===== config.mk =====
export PLATFORM = sky130hd
export DESIGN_NAME = debounce_multi
export DESIGN_NICKNAME = d
export VERILOG_FILES = /design/src/rtl/debounce_multi.sv
export SDC_FILE = /design/constraint.sdc
export NUM_CORES = 1
export LEC_CHECK = 0
export ABC_AREA = 0
export BUFFER_PORTS_ARGS = -buffer_cell sky130_fd_sc_hd__clkbuf_2
export CAP_MARGIN = 25
export CORE_AREA = 2 2 122 124
export DETAILED_ROUTE_END_ITERATION = 7
export DIE_AREA = 0 0 124 126
export GPL_ROUTABILITY_DRIVEN = 0
export PLACE_DENSITY = 0.47
export SLEW_MARGIN = 30
export SYNTH_ARGS = -nofsm -noshare
export SYNTH_HDL_FRONTEND = slang
export SYNTH_SLANG_ARGS = --single-unit

===== constraint.sdc =====
create_clock -name clk -period 4.35 [get_ports clk]
set_clock_uncertainty 0.1 [all_clocks]
set_input_delay 0.6525 -clock clk [delete_from_list [all_inputs] [get_ports clk]]
set_output_delay 0.6525 -clock clk [all_outputs]
set_load 0.1 [all_outputs]

===== src/rtl/debounce_multi.sv =====
// N-channel button debouncer: 2-FF synchroniser, stability filter, press/release
// pulses and optional hold-to-auto-repeat per channel, plus an aggregate event flag.
module debounce_multi #(
    parameter int CHANNELS        = 4,
    parameter int DEBOUNCE_CYCLES = 500000,
    parameter int CNT_W           = 20,
    parameter int ACTIVE_LOW      = 0,
    parameter int REPEAT_EN       = 0,
    parameter int HOLD_CYCLES     = 5000000,
    parameter int REPEAT_CYCLES   = 1000000,
    parameter int RPT_W           = 23
) (
    input  logic                clk,
    input  logic                reset,
    input  logic [CHANNELS-1:0] button_in,
    output logic [CHANNELS-1:0] button_out,
    output logic [CHANNELS-1:0] press_pulse,
    output logic [CHANNELS-1:0] release_pulse,
    output logic [CHANNELS-1:0] repeat_pulse,
    output logic                any_event
);

    typedef enum logic [1:0] {IDLE, HOLD, REPEAT} rpt_state_e;

    localparam logic [CNT_W-1:0]    CNT_LAST = CNT_W'(DEBOUNCE_CYCLES - 1);
    localparam logic [CHANNELS-1:0] INV_MASK = (ACTIVE_LOW != 0) ? '1 : '0;

    logic [CHANNELS-1:0] in_norm;
    logic [CHANNELS-1:0] sync_s1;
    logic [CHANNELS-1:0] sync_s2;
    logic [CHANNELS-1:0] out_next;

    // Inverting before the synchroniser keeps a released button at 0 through reset.
    assign in_norm = button_in ^ INV_MASK;

    // NOTE: non-blocking assignments let s2 take the old s1, forming a true 2-stage chain.
    always_ff @(posedge clk or negedge reset) begin
        if (!reset) begin
            sync_s1 <= '0;
            sync_s2 <= '0;
        end else begin
            sync_s1 <= in_norm;
            sync_s2 <= sync_s1;
        end
    end

    for (genvar ch = 0; ch < CHANNELS; ch++) begin : g_chan
        logic [CNT_W-1:0] cnt;
        logic             out_q;
        logic             press_q;
        logic             release_q;
        logic             accept;

        assign accept       = (sync_s2[ch] != out_q) && (cnt == CNT_LAST);
        assign out_next[ch] = accept ? sync_s2[ch] : out_q;

        always_ff @(posedge clk or negedge reset) begin
            if (!reset) begin
                cnt       <= '0;
                out_q     <= 1'b0;
                press_q   <= 1'b0;
                release_q <= 1'b0;
            end else begin
                out_q     <= out_next[ch];
                press_q   <= accept & sync_s2[ch];
                release_q <= accept & ~sync_s2[ch];
                // Any agreement with the accepted level restarts the window.
                if (sync_s2[ch] == out_q || accept)
                    cnt <= '0;
                else
                    cnt <= cnt + 1'b1;
            end
        end

        assign button_out[ch]    = out_q;
        assign press_pulse[ch]   = press_q;
        assign release_pulse[ch] = release_q;

        if (REPEAT_EN != 0) begin : g_repeat
            localparam logic [RPT_W-1:0] HOLD_LAST = RPT_W'(HOLD_CYCLES - 1);
            localparam logic [RPT_W-1:0] RPT_LAST  = RPT_W'(REPEAT_CYCLES - 1);

            rpt_state_e       state;
            rpt_state_e       state_next;
            logic [RPT_W-1:0] rc;
            logic [RPT_W-1:0] rc_next;
            logic             fire;
            logic             rpt_q;
            logic             press_evt;

            // Acting on the accept cycle puts the first repeat HOLD_CYCLES after press_pulse.
            assign press_evt = out_next[ch] & ~out_q;

            always_ff @(posedge clk or negedge reset) begin
                if (!reset) begin
                    state <= IDLE;
                    rc    <= '0;
                    rpt_q <= 1'b0;
                end else begin
                    state <= state_next;
                    rc    <= rc_next;
                    rpt_q <= fire;
                end
            end

            // NOTE: every always_comb output gets a default first so no latch is inferred.
            always_comb begin
                state_next = state;
                if (!out_next[ch])
                    state_next = IDLE;
                else begin
                    case (state)
                        IDLE:    if (press_evt) state_next = HOLD;
                        HOLD:    if (rc == HOLD_LAST) state_next = REPEAT;
                        default: state_next = state;
                    endcase
                end
            end

            always_comb begin
                fire    = 1'b0;
                rc_next = rc + 1'b1;
                case (state)
                    HOLD: if (rc == HOLD_LAST) begin
                        fire    = 1'b1;
                        rc_next = '0;
                    end
                    REPEAT: if (rc == RPT_LAST) begin
                        fire    = 1'b1;
                        rc_next = '0;
                    end
                    default: rc_next = '0;
                endcase
                // A released level (including the release cycle itself) suppresses repeats.
                if (!out_next[ch]) begin
                    fire    = 1'b0;
                    rc_next = '0;
                end
            end

            assign repeat_pulse[ch] = rpt_q;
        end else begin : g_no_repeat
            assign repeat_pulse[ch] = 1'b0;
        end
    end

    always_ff @(posedge clk or negedge reset) begin
        if (!reset)
            any_event <= 1'b0;
        else
            any_event <= |(press_pulse | release_pulse | repeat_pulse);
    end

endmodule


==> results by stage <==
Synthesis:
- The cell count after synthesis is 470.
- The mean area per synthesized cell is ~10 um2.
- The post-synthesis share of cell area spent on full adders, half adders and majority gates is 1.02%.
- The synthesized netlist devotes 26.2% of its cell area to simple gates.
- Of the synthesized area, sequential elements account for 51.6%.
- The number of distinct library cells after synthesis is 41.
- Yosys printed 0 warnings.
- After synthesis the netlist holds a flip-flop and latch count of about 100.
- Yosys mapped a number of flops with a built-in enable equal to 0.
- The area share of xor/xnor cells in the synthesized design is 10.9%.
- Summed over its instances, the top area cell type makes up 51.6% of the synthesized netlist area.
- The most common flop cell mapped by yosys is sky130_fd_sc_hd__dfrtp_1.
- The share of flip-flops with an asynchronous set or reset after synthesis is 100%.
- The synthesized area is 0.00490 mm2.
- The share of synthesized area spent on multiplexers is 0.919%.
- The compound-gate portion of the synthesized area is 4.98%.
- Sorting the synthesized cells by area gives the leading types as sky130_fd_sc_hd__dfrtp_1, sky130_fd_sc_hd__xnor2_1, sky130_fd_sc_hd__nor2_1, sky130_fd_sc_hd__xor2_1, sky130_fd_sc_hd__buf_4.
- Of all cell types, the one taking the most synthesized area is sky130_fd_sc_hd__dfrtp_1.
- After synthesis, the largest family of logic cells by area is simple AND/OR/NAND/NOR gates.

GRT:
- The number of global-route vias before repair is 3403.
- The pin count of the biggest net entering global routing is 67.
- Across every metal layer, demand over resource in global routing totals 14.0%.
- The number of antenna violations at the first check in global routing is 0.
- The total congestion overflow is 0.
- The first global-routing pass estimated 17.1 mm of wire.

Detailed routing:
- The detailed-routed wire length on met3 is 336 um.
- The detailed-route wire length on metal 1 is 4.81 mm.
- The post-detailed-route count of antenna-violating nets is 0.
- The final wirelength is 9.59 mm.
- The initial DRC count is 261.
- After detailed routing, the number of remaining DRC violations is 0.
- The detailed-router iteration count before antenna repair is 4.
- The detailed-routed wire length on met2 is 4.33 mm.
- The routed wire length per instance is between 10 and 15 um.
- The highest signal layer in the routed design is met4.
- The via count of the routed design is 3380.
- The detail-routed via count per cell is a little over 5.

Die:
- The top-level port count is 23.
- The die height is 126 um.
- In this run the core area contains 44 standard-cell rows.
- The full die area is between 0.015 and 0.02 mm2.
- The die width is between 100 and 150 um.
- The effective utilization at floorplan is 34.2%.
- The core area is 0.0143 mm2.

Timing:
- In the final timing run, aggregate negative setup slack is 0 ps.
- The period utilization is 53.4%.
- Setup repair after global routing left no endpoint under its margin.
- The count of endpoints failing setup in the final report is 0.
- The number of pins with negative max-slew slack in the final report is 0.
- At the pin with the least slew margin, the transition time is 807 ps.
- In this run the tightest slew margin relative to its limit is 46.2%.
- The number of hold-slack violations in the final timing report is 0.
- For the finished layout, the period the worst path requires is 2320 ps.
- The highest clock frequency the design can meet is 0.431 GHz.

Clocking:
- The CTS buffer count is 9.
- The post-cts hold buffer count is 0.
- The CTS H-tree depth is 3.
- The TritonCTS sink count is 101.
- The root buffer cell chosen for the clock tree is sky130_fd_sc_hd__clkbuf_16.
- Clock-pin slew was measured on the worst setup and hold paths at 70 ps.
- The quantity of gates resized following cts is 0.
- TritonCTS built the clock tree.
- The clock passes through at most 2 buffers.
- The number of setup buffers added after CTS is 0.
- The clock insertion delay at the later pin of the skew report is 350 ps.

Cells and area:
- The non-filler instance count after layout is 668.
- In the final layout, the share of cells above drive strength 1 is 11.0%.
- The number of fill cells is 1434.
- From synthesis to final layout, the design area changed by 9.70%.
- Leaving out fill and tap cells, the most frequent cell in the layout is sky130_fd_sc_hd__dfrtp_1.
- The final-stage net count is slightly below 500.
- The library cells used most frequently in the layout, excluding fill and tap cells, are sky130_fd_sc_hd__dfrtp_1, sky130_fd_sc_hd__nor2_1, sky130_fd_sc_hd__xnor2_1, sky130_fd_sc_hd__nand2_1, sky130_fd_sc_hd__nand3_1.
- The number of antenna diodes in the final layout is 0.

Setup path:
- The flop-to-flop setup slack is 2030 ps.
- The reg-to-reg endpoint is g_chan[0].cnt[2]$_DFF_PN0_.
- Tracing the worst setup path back leads to its startpoint at g_chan[0].cnt[10]$_DFF_PN0_.
- For the worst setup path, the data arrival time is 2430 ps.
- The critical path is of the reg -> reg type.
- Of all nets on the critical path, the largest fanout is 19.
- The kind of capture point of the worst setup path is a flip-flop.
- STA puts the critical path data required time at between 4000 and 5000 ps.
- The launch point of the worst reg-to-reg path is g_chan[0].cnt[10]$_DFF_PN0_.
- The worst setup path is launched from a flip-flop.
- Counting cells, the worst reg-to-reg path comes to 4.

Power and ir drop:
- The total power density per cell area is around 340 mW/mm2.
- The peak ir drop on the vdd network is 0.000240 V.
- The completed layout was analyzed and its total power is 0.00183 W.
- Summed over all cells, the static leakage comes to ~2.2 nW.

Min path:
- The worst hold path belongs to the class in -> async.

Outcome:
- The flow ran to the end, and the final reports show no timing, DRC or antenna violations.

Placed design:
- Counting tap cells, the placed design contains a total of 652 instances.
- The half-perimeter wire length after placement is 6.46 mm.
- Port buffering added 18 buffers.

Run:
- Max-cap violations in this run came to 0.
==> worst max-delay path by stage <==
stage | to | slack (ps)
floorplan | g_chan[2].cnt[18]$_DFF_PN0_ | 2430
global placement | g_chan[3].cnt[13]$_DFF_PN0_ | 2030
detailed placement | g_chan[0].cnt[2]$_DFF_PN0_ | 2020
CTS | g_chan[0].cnt[10]$_DFF_PN0_ | 2010
global route | g_chan[0].cnt[7]$_DFF_PN0_ | 1900
finish | g_chan[0].cnt[2]$_DFF_PN0_ | 2030
==> kinds of logic after synthesis <==
kind of cell    count (synthesis)
fa+ha+maj                       4
mux                             4
xor+xnor                       61
simple gates                  230
flops                         101
other cells                     1
compound gates                 34
buf+inv                        35
==> Yosys cell counts (5+ instances only) <==
master and count:
sky130_fd_sc_hd__nand2_1 26, sky130_fd_sc_hd__or3_1 9, sky130_fd_sc_hd__buf_2 5, sky130_fd_sc_hd__or4_1 7
sky130_fd_sc_hd__xnor2_1 39, sky130_fd_sc_hd__nor3_1 17, sky130_fd_sc_hd__nand4_1 20, sky130_fd_sc_hd__o31ai_1 7
sky130_fd_sc_hd__nand3_1 25, sky130_fd_sc_hd__xor2_1 22, sky130_fd_sc_hd__and4_1 5, sky130_fd_sc_hd__nor2_1 70
sky130_fd_sc_hd__nor3b_1 8, sky130_fd_sc_hd__and3_1 5, sky130_fd_sc_hd__dfrtp_1 101, sky130_fd_sc_hd__o21ai_0 6
sky130_fd_sc_hd__a21oi_1 14, sky130_fd_sc_hd__buf_4 19, sky130_fd_sc_hd__nor4_1 17, sky130_fd_sc_hd__inv_1 10
==> power by group <==
part | internal (W) | switching, W | total (W)
clock | 0.000449 | 0.000349 | 0.000797
combinational | 0.0000156 | 0.0000544 | 0.0000701
sequential | 0.000951 | 0.0000138 | 0.000965
total | 0.00142 | 0.000417 | 0.00183
==> per-stage QoR <==
stage	util [%]	cell area, um2	worst slack [ps]	hold WS (ps)
2_1_floorplan	-	4910	2430	231
3_3_place_gp	35.5	5080	2030	232
3_5_place_dp	35.5	5080	2020	240
4_1_cts	37.5	5370	2010	256
5_1_grt	37.6	5380	1900	238
6_report	37.6	5380	2030	198
==> metal layers <==
layer / GRT usage, % / up-vias
met3: 3.99 / 8
met1: 20.1 / 1655
li1: - / 1676
met5: 0 / -
met2: 20.2 / 41
met4: 4.69 / 0
==> sequential cells by signal, summed over array words and instances (netlist names) <==
signal,cells
g_chan.press_q,4
g_chan.cnt,80
sync_s1,4
sync_s2,4
g_chan.release_q,4
any_event,1
g_chan.out_q,4
==> worst max-delay path, cell delays in order (launching register included) <==
cell                      delay [ps]
sky130_fd_sc_hd__dfrtp_1         440
sky130_fd_sc_hd__or4b_1          530
sky130_fd_sc_hd__nor4_1          410
sky130_fd_sc_hd__a21bo_1         580
sky130_fd_sc_hd__nor2_1          120
==> cell type report <==
cell class	count	area [um2]	share of cell area, %
sequential	101	2530	47.0
timing repair buffer	20	111	2.07
clock inverter	3	46.3	0.861
tap	184	230	4.28
multi-input combinational	337	2180	40.6
clock buffer	13	240	4.47
inverter	10	37.5	0.698
No activity file was read; power rests on OpenSTA's default activity.
